## src/rtl/pipe_stage_buf.sv

```systemverilog
// Pipeline stage register with valid/allowin handshake, multi-cycle ready_go,
// synchronous flush, optional skid entry and a saturating stall counter.
module pipe_stage_buf #(
  parameter int DW    = 160,
  parameter int SKID  = 1,
  parameter int CNT_W = 32
) (
  input  logic             clk,
  input  logic             resetn,
  input  logic             flush,
  input  logic             in_valid,
  input  logic [DW-1:0]    in_data,
  output logic             allowin,
  input  logic             ready_go,
  output logic             out_valid,
  output logic [DW-1:0]    out_data,
  input  logic             next_allowin,
  output logic [1:0]       occupancy,
  input  logic             cnt_clr,
  output logic [CNT_W-1:0] stall_cnt
);

  logic          head_valid;
  logic          skid_valid;
  logic [DW-1:0] head_data;
  logic          push;
  logic          pop;

  assign out_valid = head_valid & ready_go & ~flush;
  assign out_data  = head_data;
  assign push      = in_valid & allowin & ~flush;
  assign pop       = out_valid & next_allowin;
  assign occupancy = {1'b0, head_valid} + {1'b0, skid_valid};

  generate
    if (SKID == 0) begin : g_single
      assign allowin    = ~head_valid | (ready_go & next_allowin);
      assign skid_valid = 1'b0;

      always_ff @(posedge clk) begin
        if (!resetn) begin
          head_valid <= 1'b0;
          head_data  <= '0;
        end else if (flush) begin
          head_valid <= 1'b0;
        end else if (allowin) begin
          head_valid <= in_valid;
          if (push) head_data <= in_data;
        end
      end
    end else begin : g_skid
      logic [DW-1:0] skid_data;

      // allowin comes from a flop only, breaking the next_allowin -> allowin chain
      assign allowin = ~skid_valid;

      always_ff @(posedge clk) begin
        if (!resetn) begin
          head_valid <= 1'b0;
          skid_valid <= 1'b0;
          head_data  <= '0;
          skid_data  <= '0;
        end else if (flush) begin
          head_valid <= 1'b0;
          skid_valid <= 1'b0;
        end else if (pop) begin
          if (skid_valid) begin
            head_data  <= skid_data;
            skid_valid <= 1'b0;
          end else if (push) begin
            head_data  <= in_data;
          end else begin
            head_valid <= 1'b0;
          end
        end else if (push) begin
          if (!head_valid) begin
            head_valid <= 1'b1;
            head_data  <= in_data;
          end else begin
            skid_valid <= 1'b1;
            skid_data  <= in_data;
          end
        end
      end
    end
  endgenerate

  logic stall;
  assign stall = head_valid & ~(ready_go & next_allowin) & ~flush;

  always_ff @(posedge clk) begin
    if (!resetn || cnt_clr) stall_cnt <= '0;
    else if (stall && stall_cnt != {CNT_W{1'b1}}) stall_cnt <= stall_cnt + 1'b1;
  end

endmodule
```

## config.mk

```make
export PLATFORM = sky130hd
export DESIGN_NAME = pipe_stage_buf
export DESIGN_NICKNAME = d
export VERILOG_FILES = /design/src/rtl/pipe_stage_buf.sv
export SDC_FILE = /design/constraint.sdc
export NUM_CORES = 1
export LEC_CHECK = 0
export BUFFER_PORTS_ARGS = -buffer_cell sky130_fd_sc_hd__buf_2
export CAP_MARGIN = 0
export CORE_MARGIN = 3
export CORE_UTILIZATION = 53
export DETAILED_ROUTE_END_ITERATION = 8
export GPL_TIMING_DRIVEN = 0
export PLACE_DENSITY = 0.87
export SLEW_MARGIN = 15
export SYNTH_ARGS = -nofsm -noshare
export SYNTH_HDL_FRONTEND = slang
export SYNTH_SLANG_ARGS = --single-unit
```

## constraint.sdc

```tcl
create_clock -name clk -period 3.15 [get_ports clk]
set_input_delay 0.63 -clock clk [delete_from_list [all_inputs] [get_ports clk]]
set_output_delay 0.63 -clock clk [all_outputs]
set_load 0.05 [all_outputs]
```

## Word level (Yosys, flattened, before mapping)

Cells that the tools add are included.

| storage, ports and cells | value |
|---|---|
| flip-flop bits (word level) | 354 |
| input bits | 167 |
| output and inout port bits | 196 |

| cells by class | value |
|---|---|
| add/sub/neg operators | 2 |
| eq/ne operators | 4 |
| mux-type cells | 9 |
| bitwise operators | 13 |
| reductions and logical operators | 11 |

Operators by type and width:

| operator | count |
|---|---|
| $mux W160 | 5 |
| $add A32 B1 Y32 const B | 1 |
| $ne A32 B32 Y1 const B | 1 |
| $and A1 B1 Y1 | 8 |
| $reduce_and A4 Y1 | 2 |
| $not A1 Y1 | 5 |
| $mux W1 | 4 |
| $ne A2 B2 Y1 const B | 2 |
| $reduce_bool A2 Y1 | 2 |
| $reduce_and A3 Y1 | 1 |
| $reduce_or A3 Y1 | 1 |
| $add A1 B1 Y2 | 1 |
| $ne A2 B1 Y1 const B | 1 |
| $reduce_and A2 Y1 | 1 |
| $reduce_or A2 Y1 | 1 |
| $logic_and A1 B1 Y1 | 1 |
| $logic_not A1 Y1 | 1 |
| $logic_or A1 B1 Y1 | 1 |

## Logic depth before layout (Yosys ltp)

Gate-level depths: netlist of the first run.

| depth | value |
|---|---|
| depth in word-level cells | 6 |
| depth in mapped cells | 11 |
| mapped depth without buffers | 7 |

## Least setup slack after synthesis of the first run

Ideal clock, no wire load.

| timing | value |
|---|---|
| path kind | input to register |
| from | in flush |
| to | reg head_data[10] (netlist: out_data[10]) |
| setup time | 0.086 ns |
| arrival time | 2.765 ns |
| data required time | 3.064 ns |
| path slack | 0.300 ns |
| stages | 10 |
| buffers on the path | 3 |
| cell sequence | nor2b_1 > and3_1 > clkbuf_1 > inv_1 > ha_1 > a2111oi_1 > clkbuf_1 > buf_1 > nor2_1 > a211oi_1 |

| between the ends | value |
|---|---|
| word-level cells in the longest chain between the ends | 5 |
| elaborated cells on any way between the ends | 9 |
| those cells by class | 1 x eq/ne; 1 x mux; 4 x bitwise; 3 x reduce/logical |

Ends and longest elaborated chain:

| element | line | source |
|---|---|---|
| start, declared | 10 | `input logic flush,` |
| $not A1 Y1 (no source line) * | -- |  |
| $and A1 B1 Y1 | 29 | `assign out_valid = head_valid & ready_go & ~flush;` |
| $and A1 B1 Y1 | 32 | `assign pop = out_valid & next_allowin;` |
| $ne A2 B1 Y1 (no source line) or $reduce_bool A2 Y1 (tied branches) | -- |  |
| $reduce_and A4 Y1 (no source line) | -- |  |
| end signal, assigned | 68 | `head_data <= skid_data;` |
| end signal, assigned | 71 | `head_data <= in_data;` |
| end signal, assigned | 78 | `head_data <= in_data;` |
| end, declared | 25 | `logic [DW-1:0] head_data;` |

Mark *: on every way between the ends. The rest lies on a longest branch, timed or not.
A chain may end at the register's enable or synchronous reset.

## Worst setup path after layout of the first run

| timing | value |
|---|---|
| from | reg head_valid |
| to | reg head_data[33] (netlist: out_data[33]) |

| between the ends | value |
|---|---|
| word-level cells in the longest chain between the ends | 5 |
| elaborated cells on any way between the ends | 7 |
| those cells by class | 1 x eq/ne; 1 x mux; 3 x bitwise; 2 x reduce/logical |

Ends and longest elaborated chain:

| element | line | source |
|---|---|---|
| start, declared | 23 | `logic head_valid;` |
| start signal, assigned | 59 | `head_valid <= 1'b0;` |
| start signal, assigned | 64 | `head_valid <= 1'b0;` |
| start signal, assigned | 73 | `head_valid <= 1'b0;` |
| $and A1 B1 Y1 (2 in series) | 29 |  |
| $and A1 B1 Y1 | 32 |  |
| $ne A2 B1 Y1 (no source line) or $reduce_bool A2 Y1 (tied branches) | -- |  |
| $reduce_and A4 Y1 (no source line) | -- |  |

Parallel ways exist; a longest one is shown, timed or not.

==> flow_summary.json, run 1 <==
{
  "run_status": "finished clean",
  "crit_chain": "nor2b_4, and3_1, clkbuf_1, nand2_1, clkbuf_1, buf_2, mux2i_1, a211oi_1",
  "grtUsageTotal_pct": 26.6,
  "finClkSkew_ps": 17.2,
  "hold_depth": 3,
  "intPower_w": 0.00766,
  "die_x_um": 170,
  "rrSetupSlack_ps": 230,
  "fin_crit_sh_pct": 92.8,
  "io_buffers": 362,
  "hold_path_class": "primary input to flip-flop",
  "swShare_pct": 24.0,
  "cp_data_arrival_time_ps": 3290,
  "top_level_ports": 363,
  "synth_warnings": 0,
  "gr-total-overflow": 0,
  "pre_cts_ws_ps": -601,
  "viasPerCell": 5.58,
  "power.total_w": 0.0101,
  "placementRows": 59,
  "pwr-share-clk_pct": 45.4,
  "cp_max_fo": 10,
  "dp_hpwl_um": 29500,
  "wire_per_inst_um": 16.9,
  "fp.dieH_um": 170,
  "setup_viol": 0,
  "fmax_mhz": 342,
  "dp.cells": 2338,
  "comb_power_share_pct": 8.7,
  "avgSynthCellArea_um2": 8.64,
  "cts_tree": "built",
  "syn2layout_area_growth_pct": 25.4,
  "vias": 13500,
  "detail-route-antenna-nets": 0,
  "cp-end-kind": "flip-flop",
  "grt_pass1_vias": 12700,
  "synth_flop_cell": "dfxtp_1",
  "post_cts_buffers": 0,
  "fill_cells": 2057,
  "clock-sinks": 354,
  "fp.coreArea_um2": 26200,
  "syn_area_um2": 14200,
  "rsz0062_at_grt": "false",
  "async_flop_share_pct": 0,
  "ctsLongestPathBuffers": 3,
  "die-area_um2": 28700,
  "fin_ws_ps": 227,
  "clock_latency_ps": 520,
  "cts_buffers": 37,
  "utilization_pct": 67.8,
  "drt_iter0_drc": 816,
  "grt_max_degree": 14,
  "hold_violations": 0,
  "clk_pin_slew_ps": 60,
  "r2r-start": "head_valid",
  "wl_um": 40800,
  "slew_violations": 0,
  "netlist_top_cells_area": "dfxtp_1 50%, mux2i_1 11%, nand2_1 9.1%",
  "ir_worst_vdd_uv": 449,
  "cts-root-buf": "clkbuf_16",
  "initial_core_util_pct": 54.1,
  "grt_pass1_wl_um": 63300,
  "synth.net_count": 1810,
  "synth_top_area_share_pct": 50.0,
  "cp-start-kind": "flip-flop",
  "cap_violations": 0,
  "path_class": "flip-flop to flip-flop",
  "yosysTopAreaCell": "dfxtp_1",
  "power_density_nw_per_um2": 567,
  "htreeDepth": 2,
  "r2r_end": "out_data[33]",
  "relSlewSlack_pct": 31.5,
  "fin_crit_ps": 2920,
  "worst_slew_pin_slew_ps": 1010,
  "power.leakage_nw": 7.98,
  "syn-instance-count": 1640,
  "seqPwrFrac_pct": 45.9,
  "ys_types": 37,
  "slowest_delay_ps": 620,
  "hp-start": "in_data[98]",
  "worst_path_max_delay_cell": "clkbuf_1",
  "final_nets": 2211,
  "crit_top_cell": "clkbuf_1",
  "min_to": "g_skid.skid_data[98]",
  "r2r_cells": 8,
  "worst_ep_required_time_ps": 3520,
  "synth-seq-cells": 354,
  "route.detailed.drc": 0,
  "whs_ps": 359,
  "p_sw_w": 0.00242,
  "fin_cells": 2412,
  "antenna_found_initial": 10,
  "yosysSeqAreaShare_pct": 50.0,
  "place_congestion": 0.867,
  "drive_above_1_share_pct": 23.5,
  "synth_edf_count": 0,
  "first_pass_iters": 5
}
-- power groups by stage --
| stage | Combinational, W | Sequential, W | Clock [W] |
|---|---|---|---|
| 3_3_place_gp | 0.000852 | 0.00472 | 0 |
| 2_1_floorplan | 0.000288 | 0.00498 | 0 |
| 6_report | 0.000877 | 0.00462 | 0.00458 |
| 3_5_place_dp | 0.000867 | 0.00472 | 0 |
| 4_1_cts | 0.000874 | 0.00462 | 0.00465 |
| 5_1_grt | 0.000942 | 0.00463 | 0.00482 |
-- metrics by stage --
stage / cell area (µm²) / setup TNS, ps
finish: 17800 / 0
global route: 17800 / 0
CTS: 17800 / 0
detailed placement: 16400 / -98340
global placement: 16400 / -219640
floorplan: 14200 / 0
-- registers in the layout, indices dropped and copies added, names as in the netlist --
register and flops:
g_skid.skid_data 160, head_valid 1, out_data 160, skid_valid 1, stall_cnt 32
-- worst max-delay path: cells and delay by family (launching register included) --
| kind | cells | cell delay, ps |
|---|---|---|
| compound gates | 1 | 120 |
| simple gates | 3 | 780 |
| buf+inv | 3 | 1160 |
| flops | 1 | 380 |
| mux | 1 | 330 |
-- metal layers --
metal  track usage, %  wire (µm)  up-vias  part of all wire (%)
li1                 -          -     6532                     -
met1             32.5      16500     6277                    40
met2             44.9      19500      520                    48
met3             6.03       2960      123                   7.2
met4             12.5       1860        8                   4.5
met5                0         48        -                  0.12
-- synth_stat cells (5+ instances only) --
cell type  number
buf_1           8
dfxtp_1       354
o31ai_1        14
or4_1          16
or2_2           6
nand3_1        10
o21ai_0        12
buf_2          27
nand2_1       343
or3_1           9
inv_1           7
a21oi_1       189
nor3_1          5
and4_1          6
clkbuf_1      101
nor2_1        168
a211oi_1      161
mux2i_1       162
and3_1          6
nand4_1        10
-- layout by cell type, fill, tap and decap left out, types with 2 or more instances in the layout --
cell       synthesis  layout
buf_2             27     394
dfxtp_1          354     354
nand2_1          343     343
a21oi_1          189     189
nor2_1           168     168
mux2i_1          162     162
a211oi_1         161     161
clkbuf_1         101      88
clkbuf_16          0      39
clkbuf_2           0      17
or4_1             16      16
o31ai_1           14      14
o21ai_0           12      12
nand3_1           10      10
nand4_1           10      10
clkbuf_8           0      10
or3_1              9       9
diode_2            0       7
inv_1              7       7
and3_1             6       6
and4_1             6       6
or2_2              6       6
clkinv_2           0       6
nor3_1             5       5
buf_1              8       4
bufinv_16          0       4
and2_1             3       3
nor4_1             3       3
clkbuf_4           0       3
ha_1               3       3
or4_4              2       2
nand2b_1           2       2
o211ai_1           2       2
-- worst max path at each step --
stage / start / to / slack (ps) / depth (start not counted)
after floorplan: flush / out_data[10] / 300 / 10
after global placement: flush / out_data[93] / -1370 / 11
after detailed placement: flush / out_data[0] / -600 / 12
after CTS: head_valid / out_data[109] / 20 / 11
after global routing: head_valid / out_data[155] / 100 / 11
final: head_valid / out_data[33] / 230 / 8
-- kinds of logic after synthesis --
group | count (synthesis) | synth area share, %
multiplexers | 162 | 11.4
adder cells (fa/ha/maj) | 3 | 0.265
XOR/XNOR | 1 | 0.0618
AND/OR/NAND/NOR | 593 | 17.4
AO/OA/AOI/OAI | 382 | 16.7
flip-flops | 354 | 50.0
buffers and inverters | 145 | 4.13
-- timing repair --
action / in CTS / in global routing
gates resized for setup: 26 / 4
hold endpoints to repair: 0 / 0
endpoints found under the setup margin: 191 / 176
hold buffers: 0 / 0
-- final cells by class --
type	instances	area [µm²]	area share (%)
Antenna cell	7	17.5	0.0985
Clock inverter	11	159	0.894
Multi-Input combinational cell	1141	6520	36.7
Buffer	136	589	3.31
Clock buffer	57	1140	6.43
Timing Repair Buffer	363	1820	10.2
Sequential cell	354	7090	39.9
Tap cell	335	419	2.36
Inverter	8	30.0	0.169
No activity file was read; power rests on OpenSTA's default activity.
==> inputs of run 2 (changes only) <==
--- a/config.mk
+++ b/config.mk
@@ -8,10 +8,10 @@
 export BUFFER_PORTS_ARGS = -buffer_cell sky130_fd_sc_hd__buf_2
 export CAP_MARGIN = 0
 export CORE_MARGIN = 3
-export CORE_UTILIZATION = 53
+export CORE_UTILIZATION = 40
 export DETAILED_ROUTE_END_ITERATION = 8
 export GPL_TIMING_DRIVEN = 0
-export PLACE_DENSITY = 0.87
+export PLACE_DENSITY = 0.7
 export SLEW_MARGIN = 15
 export SYNTH_ARGS = -nofsm -noshare
 export SYNTH_HDL_FRONTEND = slang
==> run 2 against run 1 <==
First-iteration DRC count down 29%. Setup slack better by 41 ps. Via count is 2.4% lower. Count of clock-buffer cells in the layout increased by 3. Total power decreased by 2.4%. Utilization down 16 points. Clock power is 5.5% lower. Combinational power grew 0.7%. Sequential share of layout area is 0.15 points lower. Clock skew shrank 6.6 ps. Critical endpoint is now out_data[56].
==> flow_summary.json, run 2 (synthesis gave the netlist of run 1 again) <==
{
  "run_status": "finished clean",
  "drt_iter0_drc": 578,
  "intPower_w": 0.00742,
  "hold_violations": 0,
  "antenna_found_initial": 14,
  "use_met1_pct": 27.3,
  "cts.hold.buffers_added": 0,
  "dp_hpwl_um": 31900,
  "drive_above_1_share_pct": 22.9,
  "fin_crit_sh_pct": 91.5,
  "grt_use_met2_pct": 36.6,
  "layout_common_cells": "390 x buf_2, 353 x dfxtp_1, 343 x nand2_1, 189 x a21oi_1, 168 x nor2_1",
  "fmax_mhz": 347,
  "clock-sinks": 354,
  "grt_pass1_vias": 12600,
  "relSlewSlack_pct": 27.1,
  "gr-total-overflow": 0,
  "final_nets": 2212,
  "io_buffers": 362,
  "fp.coreArea_um2": 34700,
  "cts-root-buf": "clkbuf_16",
  "cts_buffers": 38,
  "swShare_pct": 24.6,
  "fp.dieH_um": 194,
  "grt.busiest_layer": "met2",
  "clk_pin_slew_ps": 60,
  "layout_commonest_cell": "buf_2",
  "cp-start-kind": "flip-flop",
  "path_class": "flip-flop to flip-flop",
  "finClkSkew_ps": 10.6,
  "ctsLongestPathBuffers": 3,
  "grt_pass1_wl_um": 67500,
  "hold_path_class": "primary input to flip-flop",
  "cp_data_arrival_time_ps": 3270,
  "clock_latency_ps": 540,
  "seqPwrFrac_pct": 47.0,
  "slew_violations": 0,
  "wl_um": 43100,
  "fin_crit_ps": 2880,
  "utilization_pct": 51.4,
  "die_x_um": 194,
  "grt_max_degree": 14,
  "top_level_ports": 363,
  "placementRows": 68,
  "cap_violations": 0,
  "comb_power_share_pct": 9.0,
  "worst_slew_pin_slew_ps": 1090,
  "met3_usage_pct": 4.62,
  "grtUsageTotal_pct": 21.8,
  "cp-end-kind": "flip-flop",
  "route.detailed.drc": 0,
  "syn2layout_area_growth_pct": 25.9,
  "viasPerCell": 5.19,
  "die-area_um2": 37700,
  "place_congestion": 0.830,
  "cts_tree": "built",
  "detail-route-antenna-nets": 0,
  "pwr-share-clk_pct": 44.0,
  "initial_core_util_pct": 40.8,
  "rsz0062_at_grt": "false",
  "p_sw_w": 0.00242,
  "post_cts_buffers": 0,
  "cp_max_fo": 10,
  "setup_viol": 0,
  "htreeDepth": 2,
  "setup_tns_ps": 0,
  "worst_ep_required_time_ps": 3530,
  "first_pass_iters": 5,
  "vias": 13100,
  "power_density_nw_per_um2": 551,
  "ir_worst_vdd_uv": 447,
  "power.leakage_nw": 7.90,
  "wire_per_inst_um": 17.0
}
run 2: cell count changes in the layout (fill, tap and decap cells not counted), moves of 2 or more:
cell       previous run  this run
bufinv_16             4         0
clkinv_2              6         2
clkbuf_16            39        41
clkbuf_2             17        14
diode_2               7        11
buf_1                 4         8
buf_2               394       390
clkbuf_1             88        92
run 2: power by group through the flow:
stage	Sequential [W]	Clock [W]	Combinational, W
3_3_place_gp	0.00472	0	0.000868
5_1_grt	0.00463	0.00459	0.000952
2_1_floorplan	0.00498	0	0.000288
4_1_cts	0.00463	0.00443	0.000883
6_report	0.00463	0.00433	0.000883
3_5_place_dp	0.00472	0	0.000880
run 2: cell type report:
type | instances | area (µm²)
fill | 3293 | 16900
sequential | 354 | 7090
multi-input combinational | 1141 | 6530
timing repair buffer | 363 | 1820
clock buffer | 60 | 1200
buffer | 136 | 581
tap | 455 | 569
inverter | 8 | 30.0
antenna | 11 | 27.5
clock inverter | 2 | 10.0
run 2: final timing paths:
check	start	slack, ps	end	depth (start not counted)
min	in_data[116]	340	g_skid.skid_data[116]	3
max	head_valid	270	out_data[56]	10
min reg2reg	g_skid.skid_data[64]	450	g_skid.skid_data[64]	2
max reg2reg	head_valid	270	out_data[56]	10
run 2: timing repair:
| item | CTS | global route |
|---|---|---|
| setup endpoints to repair | 260 | 169 |
| gates resized for setup | 19 | 8 |
| endpoints found under the hold margin | 0 | 0 |
run 2: critical path, stage by stage, from the launching register on:
cell and delay [ps]:
dfxtp_2 420, nor2b_4 240, and3_1 210, clkbuf_1 150
inv_1 90, ha_1 240, a2111oi_4 250, buf_2 260
clkbuf_4 310, buf_1 380, a211oi_1 150
run 2: metal layers:
metal	share of wire, %	vias to the layer above
met1	43	6143
met3	5.9	92
met4	3.6	4
met5	0.049	-
met2	47	374
li1	-	6521
run 2: through the flow:
| step | area [µm²] | std cells | total power, W | setup WS [ps] | hold WS [ps] |
|---|---|---|---|---|---|
| finish | 17800 | 2530 | 0.00984 | 268 | 343 |
| global route | 17800 | 2528 | 0.0102 | 28.5 | 330 |
| floorplan | 14200 | 1640 | 0.00527 | 300 | 436 |
| detailed placement | 16600 | 2458 | 0.00560 | -824 | 446 |
| global placement | 16600 | 2457 | 0.00559 | -1800 | 440 |
| CTS | 17800 | 2519 | 0.00994 | 25.6 | 302 |
==> inputs of run 3 (changes only) <==
--- a/config.mk
+++ b/config.mk
@@ -9,9 +9,11 @@
 export CAP_MARGIN = 0
 export CORE_MARGIN = 3
 export CORE_UTILIZATION = 40
+export CTS_CLUSTER_DIAMETER = 200
 export DETAILED_ROUTE_END_ITERATION = 8
 export GPL_TIMING_DRIVEN = 0
 export PLACE_DENSITY = 0.7
+export RECOVER_POWER = 50
 export SLEW_MARGIN = 15
 export SYNTH_ARGS = -nofsm -noshare
 export SYNTH_HDL_FRONTEND = slang
==> run 3 against run 2 <==
Die area unchanged. Combinational power decreased by 2.5%. Sequential power hardly changed. Wire length grew 0.11%. Critical path depth unchanged. Via count about the same. Setup slack about the same. Design area shrank 1.5%. Highest routed layer unchanged. Critical path type unchanged. Register-to-register slack about the same.
==> flow_summary.json, run 3 (synthesis gave the netlist of run 1 again) <==
{
  "fmax_mhz": 347,
  "pwr-share-clk_pct": 44.1,
  "slowest_delay_ps": 420,
  "fp.dieH_um": 194,
  "cap_violations": 0,
  "grt_pass1_wl_um": 67500,
  "placementRows": 68,
  "slew_violations": 0,
  "clk_pin_slew_ps": 60,
  "cp-end-kind": "flip-flop",
  "crit_chain": "nor2b_4, and3_1, clkbuf_1, inv_1, ha_1, a2111oi_4, buf_2, clkbuf_4, buf_1, a211oi_1",
  "drive_above_1_share_pct": 13.2,
  "layout_common_cells": "353 x dfxtp_1, 343 x nand2_1, 289 x clkbuf_1, 194 x buf_2, 189 x a21oi_1",
  "finClkSkew_ps": 8.48,
  "worst_path_max_delay_cell": "dfxtp_2",
  "seqPwrFrac_pct": 47.2,
  "cp_data_arrival_time_ps": 3270,
  "hold_violations": 0,
  "crit_buf_inv": 5,
  "detail-route-antenna-nets": 0,
  "viasPerCell": 5.19,
  "io_buffers": 362,
  "ctsLongestPathBuffers": 3,
  "layout_commonest_cell": "dfxtp_1",
  "fin_crit_sh_pct": 91.5,
  "wl_um": 43100,
  "setup_viol": 0,
  "cts.hold.buffers_added": 0,
  "grt_pass1_vias": 12600,
  "rsz0062_at_grt": "false",
  "drt_iter0_drc": 598,
  "regArea_um2": 7090,
  "run_status": "finished clean",
  "power_density_nw_per_um2": 558,
  "die_x_um": 194,
  "vias": 13100,
  "cts_tree": "built",
  "fin_cells": 2531,
  "ir_worst_vdd_uv": 447,
  "final_nets": 2212,
  "worst_ep_required_time_ps": 3530,
  "initial_core_util_pct": 40.8,
  "first_pass_iters": 5,
  "clock-sinks": 354,
  "comb_power_share_pct": 8.8,
  "route.detailed.drc": 0,
  "worst_slew_pin_slew_ps": 1090,
  "dp.cells": 2458,
  "p_sw_w": 0.00242,
  "post_cts_buffers": 0,
  "path_class": "flip-flop to flip-flop",
  "relSlewSlack_pct": 27.7,
  "htreeDepth": 2,
  "cp_max_fo": 10,
  "setup_tns_ps": 0,
  "top_level_ports": 363,
  "swShare_pct": 24.7,
  "grt_max_degree": 14,
  "cp-start-kind": "flip-flop",
  "utilization_pct": 50.7,
  "clock_latency_ps": 530,
  "fp.coreArea_um2": 34700,
  "wire_per_inst_um": 17.0,
  "fin_crit_ps": 2880,
  "multiInputGateArea_um2": 6520,
  "die-area_um2": 37700,
  "cts-root-buf": "clkbuf_16",
  "hold_path_class": "primary input to flip-flop",
  "cts_buffers": 38,
  "fill_cells": 3396,
  "crit_family": "buffers and inverters",
  "syn2layout_area_growth_pct": 24.0,
  "power.leakage_nw": 7.06,
  "dp_hpwl_um": 31900,
  "intPower_w": 0.00740,
  "gr-total-overflow": 0,
  "antenna_found_initial": 14,
  "grtUsageTotal_pct": 21.8,
  "place_congestion": 0.830
}
==> run 3: cell type report <==
type	count	area share, %
plain buffers	136	3.26
clock inverters	2	0.0569
flip-flops and latches	354	40.3
inverters	8	0.171
repair buffers	363	8.94
clock buffers	60	6.81
well taps	455	3.24
diodes	12	0.171
multi-input cells	1141	37.1
==> run 3: what timing repair did <==
item / CTS / global route
gates resized for setup: 19 / 8
cloned: 0 / 0
setup endpoints to repair: 260 / 169
hold endpoints to repair: 0 / 0
==> run 3: power groups by stage <==
stage / Sequential, W / Combinational (W) / Clock (W)
6_report: 0.00463 / 0.000861 / 0.00433
4_1_cts: 0.00463 / 0.000883 / 0.00443
3_3_place_gp: 0.00472 / 0.000868 / 0
2_1_floorplan: 0.00498 / 0.000288 / 0
3_5_place_dp: 0.00472 / 0.000880 / 0
5_1_grt: 0.00464 / 0.000931 / 0.00459
==> run 3: final timing paths <==
| check | slack [ps] | endpoint | startpoint | cells past startpoint |
|---|---|---|---|---|
| setup / recovery | 270 | out_data[56] | head_valid | 10 |
| hold / removal | 340 | g_skid.skid_data[116] | in_data[116] | 3 |
| setup reg to reg | 270 | out_data[56] | head_valid | 10 |
| hold reg to reg | 450 | g_skid.skid_data[64] | g_skid.skid_data[64] | 2 |
==> run 3: tightest hold or removal path: stages <==
cell and delay, ps:
buf_2 100, nand2_1 50, a21oi_1 50
==> run 3: routing by layer <==
metal  GRT usage (%)  vias to the layer above  part of all wire [%]
met5               0                        -                 0.049
met4            8.86                        4                   3.6
met3            4.62                       95                   5.9
met2            36.6                      361                    47
met1            27.3                     6134                    43
li1                -                     6531                     -
==> run 3: through the flow <==
stage          setup WS [ps]  hold WS, ps  total power (W)  area [µm²]
6_report                 267          343          0.00982       17600
5_1_grt                 28.5          330           0.0102       17600
4_1_cts                 25.6          302          0.00994       17800
3_5_place_dp            -824          446          0.00560       16600
3_3_place_gp           -1800          440          0.00559       16600
2_1_floorplan            300          436          0.00527       14200
